$ cat config.mk
export PLATFORM = sky130hd
export DESIGN_NAME = tmds_deser_align
export DESIGN_NICKNAME = d
export VERILOG_FILES = /design/src/rtl/tmds_pkg.sv /design/src/rtl/tmds_token_match.sv /design/src/rtl/tmds_deser_align.sv
export SDC_FILE = /design/constraint.sdc
export NUM_CORES = 1
export LEC_CHECK = 0
export ABC_AREA = 0
export CAP_MARGIN = 30
export CORE_ASPECT_RATIO = 0.8
export CORE_MARGIN = 3
export CORE_UTILIZATION = 45
export DETAILED_ROUTE_END_ITERATION = 10
export PLACE_DENSITY = 0.67
export SYNTH_ARGS = -nofsm -noshare
export SYNTH_HDL_FRONTEND = slang
export SYNTH_SLANG_ARGS = --single-unit
$ cat constraint.sdc
create_clock -name clk -period 5.7 [get_ports clk]
set_input_delay 1.71 -clock clk [delete_from_list [all_inputs] [get_ports clk]]
set_output_delay 1.71 -clock clk [all_outputs]
set_load 0.1 [all_outputs]
$ cat src/rtl/tmds_pkg.sv
// Shared TMDS definitions for the transmit encoder, the receive aligner and
// the 8b/10b decoder.
//   SYM_W          : TMDS symbol width in bits
//   PAIRS_PER_SYM  : DDR bit pairs that make up one symbol
//   CTRL_TOKEN_xx  : the four control tokens, bit0 = first bit on the wire
//   state_e        : receive alignment states
package tmds_pkg;

  localparam int unsigned SYM_W         = 10;
  localparam int unsigned PAIRS_PER_SYM = 5;

  localparam logic [SYM_W-1:0] CTRL_TOKEN_00 = 10'b1101010100;
  localparam logic [SYM_W-1:0] CTRL_TOKEN_01 = 10'b0010101011;
  localparam logic [SYM_W-1:0] CTRL_TOKEN_10 = 10'b0101010100;
  localparam logic [SYM_W-1:0] CTRL_TOKEN_11 = 10'b1010101011;

  typedef enum logic [1:0] {
    SEARCH,
    VERIFY,
    LOCKED
  } state_e;

endpackage

$ cat src/rtl/tmds_token_match.sv
// Combinational TMDS control-token detector.
//   win  : candidate 10-bit symbol, bit0 = first bit on the wire
//   hit  : win equals one of the four control tokens
//   ctrl : decoded 2-bit control value, 0 when hit is low
module tmds_token_match
  import tmds_pkg::*;
(
  input  logic [SYM_W-1:0] win,
  output logic             hit,
  output logic [1:0]       ctrl
);

  always_comb begin
    hit  = 1'b0;
    ctrl = '0;
    case (win)
      CTRL_TOKEN_00: begin hit = 1'b1; ctrl = 2'd0; end
      CTRL_TOKEN_01: begin hit = 1'b1; ctrl = 2'd1; end
      CTRL_TOKEN_10: begin hit = 1'b1; ctrl = 2'd2; end
      CTRL_TOKEN_11: begin hit = 1'b1; ctrl = 2'd3; end
      default: ;
    endcase
  end

endmodule

$ cat src/rtl/tmds_deser_align.sv
// TMDS lane deserializer and symbol aligner. Collects the IDDR bit pairs into
// a 20-bit history, slides a 10-bit window over it once per symbol time and
// hunts for control tokens to find the symbol boundary.
//   clk, rst_n  : half-rate bit clock, asynchronous active-low reset
//   d0, d1      : captured bit pair, d0 earlier in time
//   sym         : aligned symbol, bit0 = first bit on the wire
//   sym_valid   : one-cycle strobe per symbol while locked
//   is_ctrl     : sym is a control token
//   ctrl        : decoded control value (0 when not a token)
//   locked      : alignment locked
//   bit_offset  : window offset 0..9
module tmds_deser_align
  import tmds_pkg::*;
#(
  parameter int unsigned VERIFY_COUNT = 4,
  parameter int unsigned LOCK_TIMEOUT = 4096
) (
  input  logic             clk,
  input  logic             rst_n,
  input  logic             d0,
  input  logic             d1,
  output logic [SYM_W-1:0] sym,
  output logic             sym_valid,
  output logic             is_ctrl,
  output logic [1:0]       ctrl,
  output logic             locked,
  output logic [3:0]       bit_offset
);

  localparam int unsigned VW = $clog2(VERIFY_COUNT + 1);
  localparam int unsigned TW = $clog2(LOCK_TIMEOUT + 1);
  localparam logic [VW-1:0] VCNT_MAX   = VW'(VERIFY_COUNT);
  localparam logic [TW-1:0] TCNT_MAX   = TW'(LOCK_TIMEOUT);
  localparam logic [2:0]    PHASE_LAST = 3'(PAIRS_PER_SYM - 1);

  logic [19:0]      sr_q;
  logic [2:0]       phase_q;
  state_e           state_q, state_d;
  logic [3:0]       off_q, off_d, off_inc;
  logic [VW-1:0]    vcnt_q, vcnt_d, vcnt_inc;
  logic [TW-1:0]    tcnt_q, tcnt_d, tcnt_inc;
  logic [SYM_W-1:0] sym_q;
  logic             sym_valid_q, is_ctrl_q;
  logic [1:0]       ctrl_q;

  logic             strobe;
  logic [SYM_W-1:0] win;
  logic             hit;
  logic [1:0]       tok_ctrl;

  assign strobe = (phase_q == PHASE_LAST);
  // Window is taken from the registered history, before this cycle's shift.
  assign win    = SYM_W'(sr_q >> off_q);

  tmds_token_match u_match (
    .win  (win),
    .hit  (hit),
    .ctrl (tok_ctrl)
  );

  always_comb begin
    state_d  = state_q;
    off_d    = off_q;
    vcnt_d   = vcnt_q;
    tcnt_d   = tcnt_q;
    off_inc  = (off_q == 4'd9) ? '0 : off_q + 4'd1;
    vcnt_inc = (vcnt_q == VCNT_MAX) ? vcnt_q : vcnt_q + 1'b1;
    tcnt_inc = (tcnt_q == TCNT_MAX) ? tcnt_q : tcnt_q + 1'b1;
    if (strobe) begin
      case (state_q)
        SEARCH: begin
          if (hit) begin
            state_d = VERIFY;
            vcnt_d  = VW'(1);
          end else begin
            off_d = off_inc;
          end
        end
        VERIFY: begin
          if (hit) begin
            vcnt_d = vcnt_inc;
            if (vcnt_inc == VCNT_MAX) begin
              state_d = LOCKED;
              tcnt_d  = '0;
            end
          end else begin
            state_d = SEARCH;
            vcnt_d  = '0;
            off_d   = off_inc;
          end
        end
        LOCKED: begin
          if (hit) begin
            tcnt_d = '0;
          end else begin
            tcnt_d = tcnt_inc;
            if (tcnt_inc == TCNT_MAX) state_d = SEARCH;
          end
        end
        default: state_d = SEARCH;
      endcase
    end
  end

  always_ff @(posedge clk or negedge rst_n) begin
    if (!rst_n) begin
      sr_q    <= '0;
      phase_q <= '0;
      state_q <= SEARCH;
      off_q   <= '0;
      vcnt_q  <= '0;
      tcnt_q  <= '0;
    end else begin
      sr_q    <= {d1, d0, sr_q[19:2]};
      phase_q <= strobe ? '0 : phase_q + 3'd1;
      state_q <= state_d;
      off_q   <= off_d;
      vcnt_q  <= vcnt_d;
      tcnt_q  <= tcnt_d;
    end
  end

  // Symbols are published only for strobes that find the FSM already locked;
  // the strobe that completes verification produces no output.
  always_ff @(posedge clk or negedge rst_n) begin
    if (!rst_n) begin
      sym_q       <= '0;
      sym_valid_q <= 1'b0;
      is_ctrl_q   <= 1'b0;
      ctrl_q      <= '0;
    end else begin
      sym_valid_q <= strobe && (state_q == LOCKED);
      if (strobe && (state_q == LOCKED)) begin
        sym_q     <= win;
        is_ctrl_q <= hit;
        ctrl_q    <= tok_ctrl;
      end
    end
  end

  assign sym        = sym_q;
  assign sym_valid  = sym_valid_q;
  assign is_ctrl    = is_ctrl_q;
  assign ctrl       = ctrl_q;
  assign locked     = (state_q == LOCKED);
  assign bit_offset = off_q;

endmodule

==> run summary <==
Status - finished clean
Worst EP required - 3.99 ns
Switching Share - 36.6%
Met3 usage - 5.44%
Clock share of power - 27.6%
Synth top area cells - dfrtp_1 (41%), mux4_2 (9.3%), mux2i_1 (5.8%), ha_1 (3.1%), nand2_1 (3.1%)
Synthesis-to-layout area growth - 12.4%
Vias in the first global route - 2589
Routed len/inst - 17.1 um
Chip Width - 106 um
Busiest layer in global routing - met1
Drt pass-1 iters - 5
Worst-margin pin slew - 0.987 ns
Reg power frac - 35.6%
Worst EP arrival - 2.60 ns
Final net count - 371
Cts hold-fix bufs - 0
Maximum VDD drop - 180 uV
Pre-CTS WS - 1.75 ns
Antenna violations before repair - 0
Setup WS post-layout - 1.39 ns
Pwr Density - 344 nW/um^2
Max cap viols - 0
Post-CTS Setup Bufs - 0
CTS max path bufs - 2
Fin crit share - 75.6%
Final Wtd Congestion - 0.849
GR Layer Usage met1 - 28.4%
Leading area contributor after synthesis - dfrtp_1
Global route overflow - 0
Final Critical Period - 4.31 ns
Ports - 23
DRT Wirelength - 7970 um
Final Hold Vio Count - 0
Post-synth cell types - 62
Total track usage - 18.5%
Leak - 1.82 nW
DR iter-0 viols - 270
Clock Latency Late Sink - 0.33 ns
Synth top area share - 40.7%
Avg Inst Size Synth - 10.5 sq um
Combinational power share - 36.8%
Slew Viols, Final - 0
WS Path Type - reg2out
Vias per cell - 5.86
First-pass GRT wire length - 13600 um
Mapped Area - 3620 sq um
Seq/Total Area, Yosys - 40.7%
Met2 global-route usage - 24.9%
Reg clk slew, reported paths - 0.06 ns
Post-cts sizing count - 0
Clk root buf - clkbuf_8
Max Fclk - 232 MHz
Syn nets - 358
N_diodes - 0
Count of final setup violators - 0
Core area - 7600 sq um
Setup crit end kind - output pin
Top FF cell, synth - dfrtp_1
FP Rows - 28
Largest net degree at the start of global routing - 60
H-Tree Depth - 3
Post-Synthesis Cells - 345
Detail Route Antenna Nets - 0
Initial Utilization - 47.7%
Total CTS buffers - 9
CTS Sinks - 59
Relative slew slack - 34.0%
Skew final - 0.00459 ns
Int Pwr - 0.000889 W
Worst Path Max Fanout - 15
Switch Pwr - 0.000513 W
Dpl hpwl - 5650 um
Top cells by count, synth - dfrtp_1 (59), nand2_1 (30), mux2i_1 (21), nor2_1 (21), inv_1 (20)
Port bufs - 22
Share of cells above drive strength 1 - 14.1%
#FFs+latches synth - 59
Die Ht - 86.3 um
Share of flip-flops with an asynchronous set or reset - 100%
Critical Path Start Type - flop
DRC violations left - 0
Via count - 2731
Fillers - 678
Most frequent cell after synthesis - dfrtp_1
Post-synth EDFFs - 0
Unrepaired setup endpoints after global routing - no
Setup TNS - 0 ns
Yosys warns - 0
Full die area - 9170 sq um
CTS tree - built
Min-delay worst type - reg2reg
[layout by cell type, fill, tap and decap left out, types with 4 or more instances in the layout]
| cell | instances |
|---|---|
| ha_1 | 9 |
| inv_1 | 20 |
| a32o_1 | 7 |
| xnor2_1 | 5 |
| nor3_1 | 6 |
| o21ai_0 | 16 |
| nor2_1 | 21 |
| a22o_1 | 4 |
| nand4_1 | 4 |
| a21oi_1 | 6 |
| mux4_2 | 15 |
| nand2_1 | 30 |
| nor3b_1 | 5 |
| nand3_1 | 9 |
| mux2i_1 | 21 |
| dfrtp_1 | 59 |
| clkbuf_8 | 12 |
| a21o_1 | 5 |
| and2_1 | 4 |
| clkdlybuf4s50_1 | 21 |
| a211o_1 | 4 |
| or3_1 | 5 |
| mux2_2 | 9 |
| nor4_1 | 4 |
[worst paths after layout]
check | start | to | slack (ns) | cells past startpoint
min reg2reg | sr_q[2] | sr_q[0] | 0.41 | 0
max in group asynchronous | rst_n | tcnt_q[2] | 3.70 | 2
max reg2reg | bit_offset[3] | tcnt_q[0] | 1.90 | 8
min | sr_q[2] | sr_q[0] | 0.41 | 0
max | state_q[0] | locked | 1.39 | 3
min in group asynchronous | rst_n | sr_q[2] | 1.53 | 2
[critical path: stages (launching register included)]
cell and delay (ns):
dfrtp_1 0.38, inv_1 0.10, ha_1 0.53, clkdlybuf4s50_1 1.25
[state kept, by name, summed over array words and instances (netlist names)]
signal and count:
bit_offset 4, ctrl 2, is_ctrl 1, phase_q 3, sr_q 20, state_q 2, sym 10, sym_valid 1
tcnt_q 13, vcnt_q 3
[kinds of logic after synthesis]
kind of cell / Yosys count / synth area share [%]
and+or+nand+nor: 110 / 16.2
xor gates and xnor gates: 6 / 1.45
AOI/OAI and AO/OA: 72 / 15.2
muxes: 45 / 17.9
DFF: 59 / 40.7
adders and majority gates: 9 / 3.11
buffers and inverters: 44 / 5.49
[final cells by class]
class                      count  area [sq um]  area share (%)
timing repair buffer          25           238            5.84
sequential                    59          1480            36.2
clock buffer                  12           165            4.05
clock inverter                 2          35.0           0.860
tap                          105           131            3.22
inverter                      21          78.8            1.93
multi-input combinational    242          1950            47.9
[layer usage]
layer  part of all wire (%)  vias to the layer above
li1                       -                     1311
met1                     52                     1326
met2                     41                       82
met3                    5.7                       12
met4                    1.3                        0
met5                      0                        -
[power by group through the flow]
stage	Sequential, W	Clock (W)	Combinational [W]
after floorplan	0.000539	0	0.000388
after global placement	0.000505	0	0.000510
after detailed placement	0.000506	0	0.000512
after CTS	0.000498	0.000399	0.000515
after global routing	0.000505	0.000419	0.000557
final	0.000499	0.000387	0.000516
[stage by stage]
step	hold slack, ns	instances	total power [W]	area (sq um)	utilization, %
after floorplan	0.365	345	0.000927	3620	-
after global placement	0.389	452	0.00101	3870	51.0
after detailed placement	0.393	452	0.00102	3870	51.0
after CTS	0.413	466	0.00141	4070	53.6
after global routing	0.425	466	0.00148	4070	53.6
final	0.410	466	0.00140	4070	53.6
(Power assumes the default switching activity.)
